--- src/rtl/rom_loader_pkg.sv ---
// Shared definitions for the ROM load path and the ROM read-side controller.
package rom_loader_pkg;

   localparam int ADDR_W_DEF = 4;
   localparam int DATA_W_DEF = 8;

   typedef enum logic [1:0] {
      ST_IDLE   = 2'd0,
      ST_LOAD_A = 2'd1,
      ST_LOAD_B = 2'd2,
      ST_DONE   = 2'd3
   } load_state_t;

   localparam logic SEL_A = 1'b0;
   localparam logic SEL_B = 1'b1;

endpackage

--- src/rtl/rom_loader_addr_ctr.sv ---
// Write-address counter for the loader; wrap is high on the last address of a ROM.
module load_addr_ctr
   import rom_loader_pkg::*;
#(
   parameter int ADDR_W = ADDR_W_DEF
) (
   input  logic              clock,
   input  logic              reset,
   input  logic              clr,
   input  logic              en,
   output logic [ADDR_W-1:0] count,
   output logic              wrap
);

   always_ff @(posedge clock or negedge reset) begin
      if (!reset) begin
         count <= '0;
      end else if (clr) begin
         count <= '0;
      end else if (en) begin
         count <= count + ADDR_W'(1);
      end
   end

   assign wrap = &count;

endmodule

--- src/rtl/rom_loader.sv ---
// Streams bytes into ROM A then ROM B through write ports, keeping a running byte sum.
//
// state     | meaning
// ----------+--------------------------------------------------
// ST_IDLE   | waiting for start; chk holds the last load's sum
// ST_LOAD_A | accepting bytes into ROM A
// ST_LOAD_B | accepting bytes into ROM B
// ST_DONE   | final write and done pulse visible; back to idle
module rom_loader
   import rom_loader_pkg::*;
#(
   parameter int ADDR_W = ADDR_W_DEF,
   parameter int DATA_W = DATA_W_DEF
) (
   input  logic                     clock,
   input  logic                     reset,
   input  logic                     start,
   input  logic                     abort,
   input  logic                     in_valid,
   input  logic [DATA_W-1:0]        in_data,
   output logic                     in_ready,
   output logic                     wr_en,
   output logic                     wr_sel,
   output logic [ADDR_W-1:0]        wr_addr,
   output logic [DATA_W-1:0]        wr_data,
   output logic                     busy,
   output logic                     done,
   output logic [DATA_W+ADDR_W:0]   chk
);

   localparam int CHK_W = DATA_W + ADDR_W + 1;

   load_state_t       state;
   logic              loading;
   logic              xfer;
   logic              ctr_clr;
   logic              ctr_wrap;
   logic [ADDR_W-1:0] ctr;

   assign loading  = (state == ST_LOAD_A) || (state == ST_LOAD_B);
   // abort must block the handshake in the same cycle, so in_ready is not registered
   assign in_ready = loading && !abort;
   assign busy     = loading;
   assign xfer     = in_ready && in_valid;
   assign ctr_clr  = (state == ST_IDLE) && start;

   load_addr_ctr #(.ADDR_W(ADDR_W)) u_ctr (
      .clock (clock),
      .reset (reset),
      .clr   (ctr_clr),
      .en    (xfer),
      .count (ctr),
      .wrap  (ctr_wrap)
   );

   always_ff @(posedge clock or negedge reset) begin
      if (!reset) begin
         state   <= ST_IDLE;
         wr_en   <= 1'b0;
         wr_sel  <= SEL_A;
         wr_addr <= '0;
         wr_data <= '0;
         done    <= 1'b0;
         chk     <= '0;
      end else begin
         wr_en <= xfer;
         done  <= 1'b0;
         if (xfer) begin
            wr_sel  <= (state == ST_LOAD_B) ? SEL_B : SEL_A;
            wr_addr <= ctr;
            wr_data <= in_data;
            chk     <= chk + CHK_W'(in_data);
         end
         case (state)
            ST_IDLE: begin
               if (start) begin
                  state <= ST_LOAD_A;
                  chk   <= '0;
               end
            end
            ST_LOAD_A: begin
               if (abort)
                  state <= ST_IDLE;
               else if (xfer && ctr_wrap)
                  state <= ST_LOAD_B;
            end
            ST_LOAD_B: begin
               if (abort) begin
                  state <= ST_IDLE;
               end else if (xfer && ctr_wrap) begin
                  state <= ST_DONE;
                  done  <= 1'b1;
               end
            end
            ST_DONE:  state <= ST_IDLE;
            default:  state <= ST_IDLE;
         endcase
      end
   end

endmodule

--- config.mk ---
export PLATFORM = sky130hd
export DESIGN_NAME = rom_loader
export DESIGN_NICKNAME = d
export VERILOG_FILES = /design/src/rtl/rom_loader_pkg.sv /design/src/rtl/rom_loader_addr_ctr.sv /design/src/rtl/rom_loader.sv
export SDC_FILE = /design/constraint.sdc
export NUM_CORES = 1
export LEC_CHECK = 0
export BUFFER_PORTS_ARGS = -buffer_cell sky130_fd_sc_hd__buf_2
export CAP_MARGIN = 20
export CORE_MARGIN = 2
export CORE_UTILIZATION = 45
export DETAILED_ROUTE_END_ITERATION = 8
export PLACE_DENSITY_LB_ADDON = 0.15
export SETUP_SLACK_MARGIN = 0.15
export SYNTH_ARGS = -nofsm -noshare
export SYNTH_HDL_FRONTEND = slang
export SYNTH_SLANG_ARGS = --single-unit
--- constraint.sdc ---
create_clock -name clock -period 3.6 [get_ports clock]
set_input_delay 0.18 -clock clock [delete_from_list [all_inputs] [get_ports clock]]
set_output_delay 0.18 -clock clock [all_outputs]
set_load 0.1 [all_outputs]
=== Yosys cells after proc, flatten, opt, wreduce, memory -nomap -nowiden ===
Cells that the tools add are included.

* Register bits after elaboration: 34
* Input port bits: 13
* Output and inout port bits: 30
* Word-level logic and storage cells: 41

* Add/sub/neg operators: 2
* Equality and inequality tests: 6
* Multiplexer cells: 15
* Reductions and logical operators: 10

{| class="wikitable"
|+ Operator list
! operator !! count
|-
| 13-bit two-way mux || 3
|-
| 13-bit by 8-bit adder with 13-bit output || 1
|-
| 2-bit two-way mux || 5
|-
| 4-bit two-way mux || 2
|-
| 2-bit one-hot mux with 4 select lines || 1
|-
| 3-bit by 2-bit != test with 1-bit output (second input constant) || 2
|-
| 4-bit by 1-bit adder with 4-bit output (second input constant) || 1
|-
| 2-bit == test (second input constant) || 2
|-
| 1-bit logical AND || 4
|-
| 1-bit two-way mux || 4
|-
| 4-bit AND reduction || 1
|-
| 3-bit AND reduction || 1
|-
| 2-bit by 1-bit == test with 1-bit output (second input constant) || 1
|-
| 2-bit zero test || 1
|-
| 2-bit != test (second input constant) || 1
|-
| 2-bit nonzero test || 1
|-
| 1-bit zero test || 1
|-
| 1-bit logical OR || 1
|}

=== Logic depth before layout (Yosys ltp) ===
* Word-level depth: 8
* Gate-level depth with buffers: 8
* Gate-level depth less buffers: 8

=== By module ===
From an unflattened synthesis, not the netlist that was laid out.

* Cells, all modules: 200
* Area total of the unflattened synthesis: 1848.0 µm²

{| class="wikitable"
|+ Modules (own cells, without submodules)
! module !! times used !! cells each !! area an instance (µm²) !! sequential area each (µm²)
|-
| rom_loader || 1 || 183 || 1649.1 || 750.7
|-
| load_addr_ctr || 1 || 17 || 198.9 || 100.1
|}

=== Worst setup path before layout ===
No wires, ideal clock.

* Path type: register to register
* Start point: register state[1]
* End point: register chk[12]
* Setup time: 128 ps
* Arrival: 2656 ps
* Required time: 3472 ps
* Slack: 816 ps
* Cell stages (with the launch flop): 8
* Buffers on the path: 0
* Period minus slack after synthesis: 2784 ps
* Cells stage by stage: dfrtp_1 inv_1 ha_1 nor2b_4 and3_1 and3_1 o211ai_1 mux2i_1

* Cells in the longest elaborated chain, start to end: 7
* Elaborated cells between the ends (all ways): 9
* Classes of those cells: eq/ne: 2; mux: 3; reduce/logical: 4

{| class="wikitable"
|+ Ends and longest elaborated chain
! what !! line !! text
|-
| from (decl) || rom_loader.sv:33 || <nowiki>load_state_t state;</nowiki>
|-
| from (signal assigned) || rom_loader.sv:58 || <nowiki>state <= ST_IDLE;</nowiki>
|-
| from (signal assigned) || rom_loader.sv:77 || <nowiki>state <= ST_LOAD_A;</nowiki>
|-
| from (signal assigned) || rom_loader.sv:83 || <nowiki>state <= ST_IDLE;</nowiki>
|-
| 2-bit by 1-bit == test with 1-bit output / 2-bit == test (equally long branches) || rom_loader.sv:40 || <nowiki>assign loading = (state == ST_LOAD_A) || (state == ST_LOAD_B);</nowiki>
|-
| 1-bit logical OR (*) || rom_loader.sv:40 ||
|-
| named net busy || rom_loader.sv:26 || <nowiki>output logic busy,</nowiki>
|-
| 1-bit logical AND (*) || rom_loader.sv:42 || <nowiki>assign in_ready = loading && !abort;</nowiki>
|-
| named net in_ready || rom_loader.sv:21 || <nowiki>output logic in_ready,</nowiki>
|-
| 1-bit logical AND (*) || rom_loader.sv:44 || <nowiki>assign xfer = in_ready && in_valid;</nowiki>
|-
| 13-bit two-way mux (*) || rom_loader.sv:68 || <nowiki>if (xfer) begin</nowiki>
|-
| 13-bit two-way mux || rom_loader.sv:76 || <nowiki>if (start) begin</nowiki>
|-
| 13-bit two-way mux (*) || rom_loader.sv:74 || <nowiki>case (state)</nowiki>
|-
| to (signal assigned) || rom_loader.sv:72 || <nowiki>chk <= chk + CHK_W'(in_data);</nowiki>
|-
| to (decl) || rom_loader.sv:28 || <nowiki>output logic [DATA_W+ADDR_W:0] chk</nowiki>
|}

Mark *: on every way through the listed nets, which the timed path passes. The rest lies on a longest branch.
A chain may end at the register's enable or synchronous reset.

=== Worst setup path in the final report ===
* Start point: register state[1]
* End point: register chk[7]

* Cells in the longest elaborated chain, start to end: 7
* Elaborated cells between the ends (all ways): 9
* Classes of those cells: eq/ne: 2; mux: 3; reduce/logical: 4

{| class="wikitable"
|+ Ends and longest elaborated chain
! what !! line
|-
| 2-bit by 1-bit == test with 1-bit output / 2-bit == test (equally long branches) || rom_loader.sv:40
|-
| 1-bit logical OR || rom_loader.sv:40
|-
| 1-bit logical AND || rom_loader.sv:42
|-
| 1-bit logical AND || rom_loader.sv:44
|-
| 13-bit two-way mux || rom_loader.sv:68
|-
| 13-bit two-way mux || rom_loader.sv:76
|-
| 13-bit two-way mux (*) || rom_loader.sv:74
|}

Every way passes the cells marked *; elsewhere a longest branch is shown, timed or not.

==> results.cfg <==
[drt]
wl_per_cell_um = 13.0
highest-signal-layer = met4
drt-initial-drc-count = 40
detail_route.wirelength_mm = 3.81
drc_errors = 0
dr.pass1.iters = 4
num_vias = 1461
met1_length_mm = 1.87
drt-vias-per-instance = 5.00
met3_length_um = 187
ant_nets = 0
wl_met2_mm = 1.70

[timing]
finClkSkew_ns = 0.00469
drv_slew = 0
fmaxAchievable_mhz = 458
hold_viol = 0
timing.final.crit_share_pct = 60.6
setup_viol = 0
worst_pin_slew_ns = 0.760
fin_crit_ns = 2.18
slew_headroom_pct = 49.3
fin_tns_setup_ns = 0
rsz0062_at_grt = false

[global_route]
grt_max_degree = 35
grt_pass1_wl_mm = 6.18
grt_pass1_vias = 1353
grtUsageTotal_pct = 18.0
gr-total-overflow = 0
antenna_found_initial = 0

[placed_design]
dpl.hpwl_mm = 2.71
io_buffers = 42
routabilityCongestion = 0.711

[synth]
yosysWarnings = 0
synth_nets = 224
synth_cell_type_count = 37
synth_area_mm2 = 0.00183
synth.avg_cell_area_um2 = 9.30
yosysTopAreaCellShare_pct = 46.4
synth_area_leaders = dfrtp_1 46%, nand2_1 11%, ha_1 8.9%
synth_seq_cells = 34
syn_inst = 197
synth_area_leader_cell = dfrtp_1
ys_seq_area_share_pct = 46.4

[setup_path]
crit_arrival_ns = 2.41
critPathSlowestCell = inv_2
endpoint_kind = flip-flop
cp-startpoint = state[1]$_DFFE_PN0P_
path_buf_inv = 2
cp_max_fo = 26
crit-reg2reg-launch = state[1]$_DFFE_PN0P_
path_class = flip-flop to flip-flop
cp-start-kind = flip-flop
critPathMaxStageDelay_ns = 0.45
path_cells = inv_1 > ha_1 > nor2b_4 > nand2_2 > inv_2 > nand4_1 > a31o_2 > nand3_1
cpLargestDelayFamily = simple AND/OR/NAND/NOR gates
cp.required_ns = 3.83

[clock_tree]
cts.sinks = 34
clk_latency_ns = 0.29
clk_pin_slew_ns = 0.07
cts_tree = done
cts_made_buffers = 5
h-tree-depth = 2
root_buffer = clkbuf_8
cts.repair.resized = 0
ctsHoldBuffers = 1
post_cts_buffers = 0
clockBufferDepth = 2

[finish]
fillers = 403
final_nets = 268
syn_to_final_growth_pct = 19.8
drive_gt1_share_pct = 24.0
diodes = 0

[floorplanning]
die_width_um = 67.8
rows = 23
dieHeight_um = 67.8
die-area_mm2 = 0.00460
coreArea_mm2 = 0.00397
start_util_pct = 46.2
io-pin-count = 43

[run_status]
outcome = finished, final reports clean

[hold_path]
min_from = in_data[0]
hp-class = input pin to flip-flop

[job]
maxCapViolCount = 0
## cell type report
class | count | area, um^2 | area share (%)
multi-input combinational | 149 | 923 | 42.1
clock buffer | 5 | 68.8 | 3.13
clock inverter | 3 | 40.0 | 1.82
inverter | 8 | 30.0 | 1.37
timing repair buffer | 43 | 220 | 10.0
sequential | 34 | 851 | 38.7
tap | 50 | 62.6 | 2.85
## cell usage after synthesis
| master | instances |
|---|---|
| and3_1 | 3 |
| nor2_1 | 7 |
| nand3_1 | 7 |
| mux2i_1 | 6 |
| inv_2 | 1 |
| a21oi_1 | 9 |
| dfrtp_1 | 34 |
| a211oi_1 | 1 |
| buf_2 | 2 |
| o211ai_1 | 2 |
| ha_1 | 13 |
| and2_1 | 2 |
| xor2_1 | 5 |
| a31oi_1 | 1 |
| fa_1 | 1 |
| o21ai_1 | 1 |
| buf_4 | 1 |
| nor2b_4 | 1 |
| nand2_1 | 52 |
| xnor2_1 | 2 |
| nor4_1 | 1 |
| o21bai_1 | 2 |
| inv_1 | 7 |
| o211ai_2 | 1 |
| nand2b_1 | 7 |
| a22o_1 | 1 |
| o21ai_0 | 8 |
| o21a_2 | 1 |
| a31o_2 | 1 |
| nand2_2 | 1 |
| nand4_1 | 4 |
| a21o_1 | 4 |
| clkbuf_1 | 3 |
| nor3_1 | 2 |
| nor2b_1 | 1 |
| a21oi_2 | 1 |
| nand2b_2 | 1 |
## path summary, 6_finish.rpt
path                                          end  slack (ns)  cells past startpoint
setup / recovery                 chk[7]$_DFF_PN0_        1.42                      8
hold / removal             wr_data[0]$_DFFE_PN0N_        0.09                      3
setup reg to reg                 chk[7]$_DFF_PN0_        1.42                      8
hold reg to reg                wr_sel$_DFFE_PN0N_        0.47                      2
max in group asynchronous       chk[12]$_DFF_PN0_        2.63                      2
min in group asynchronous  wr_addr[1]$_DFFE_PN0N_        0.50                      2
## registers in the layout, summed over array words and instances, names as in the netlist
| name | count |
|---|---|
| chk | 13 |
| done | 1 |
| state | 2 |
| u_ctr.count | 4 |
| wr_addr | 4 |
| wr_data | 8 |
| wr_en | 1 |
| wr_sel | 1 |
## through the flow
stage | hold slack, ns | setup WS (ns) | area [um^2] | std cells | util (%)
after floorplan | -0.116 | 0.816 | 1830 | 197 | -
after global placement | 0.305 | 1.51 | 2080 | 283 | 52.3
after detailed placement | 0.302 | 1.43 | 2080 | 283 | 52.3
after CTS | 0.0911 | 1.42 | 2200 | 292 | 55.3
after global routing | 0.133 | 1.17 | 2200 | 292 | 55.3
final | 0.0950 | 1.42 | 2200 | 292 | 55.3
## kinds of logic after synthesis
| group | count (synthesis) | synth area share [%] |
|---|---|---|
| simple gates | 89 | 22.3 |
| buf+inv | 14 | 3.21 |
| fa+ha+maj | 14 | 9.97 |
| mux | 6 | 3.28 |
| flops | 34 | 46.4 |
| compound gates | 33 | 11.5 |
| xor+xnor | 7 | 3.34 |
## worst register-to-register path, cell delays in order, from the launching register on
cell	delay (ns)
dfrtp_1	0.37
inv_1	0.09
ha_1	0.29
nor2b_4	0.15
nand2_2	0.31
inv_2	0.46
nand4_1	0.16
a31o_2	0.24
nand3_1	0.06
## per-layer routing
metal,track usage [%],vias to the layer above
li1,-,751
met1,24.6,669
met2,27.8,35
met3,4.93,6
met4,6.00,0
met5,0,-
## placed cells by master, fill, tap and decap left out, types with 2 or more instances in the layout
cell type and instances:
nand2_1 52, buf_2 42, dfrtp_1 34, ha_1 13, a21oi_1 9, o21ai_0 8
inv_1 7, nand2b_1 7, nor2_1 7, nand3_1 7, mux2i_1 6, xor2_1 5
clkbuf_8 5, a21o_1 4, nand4_1 4, and3_1 3, o21bai_1 2, and2_1 2
o211ai_1 2, nor3_1 2, xnor2_1 2, clkinv_2 2
Power is not shown: default switching activity piles up to over one toggle a cycle in this logic, so the estimate is an artifact.
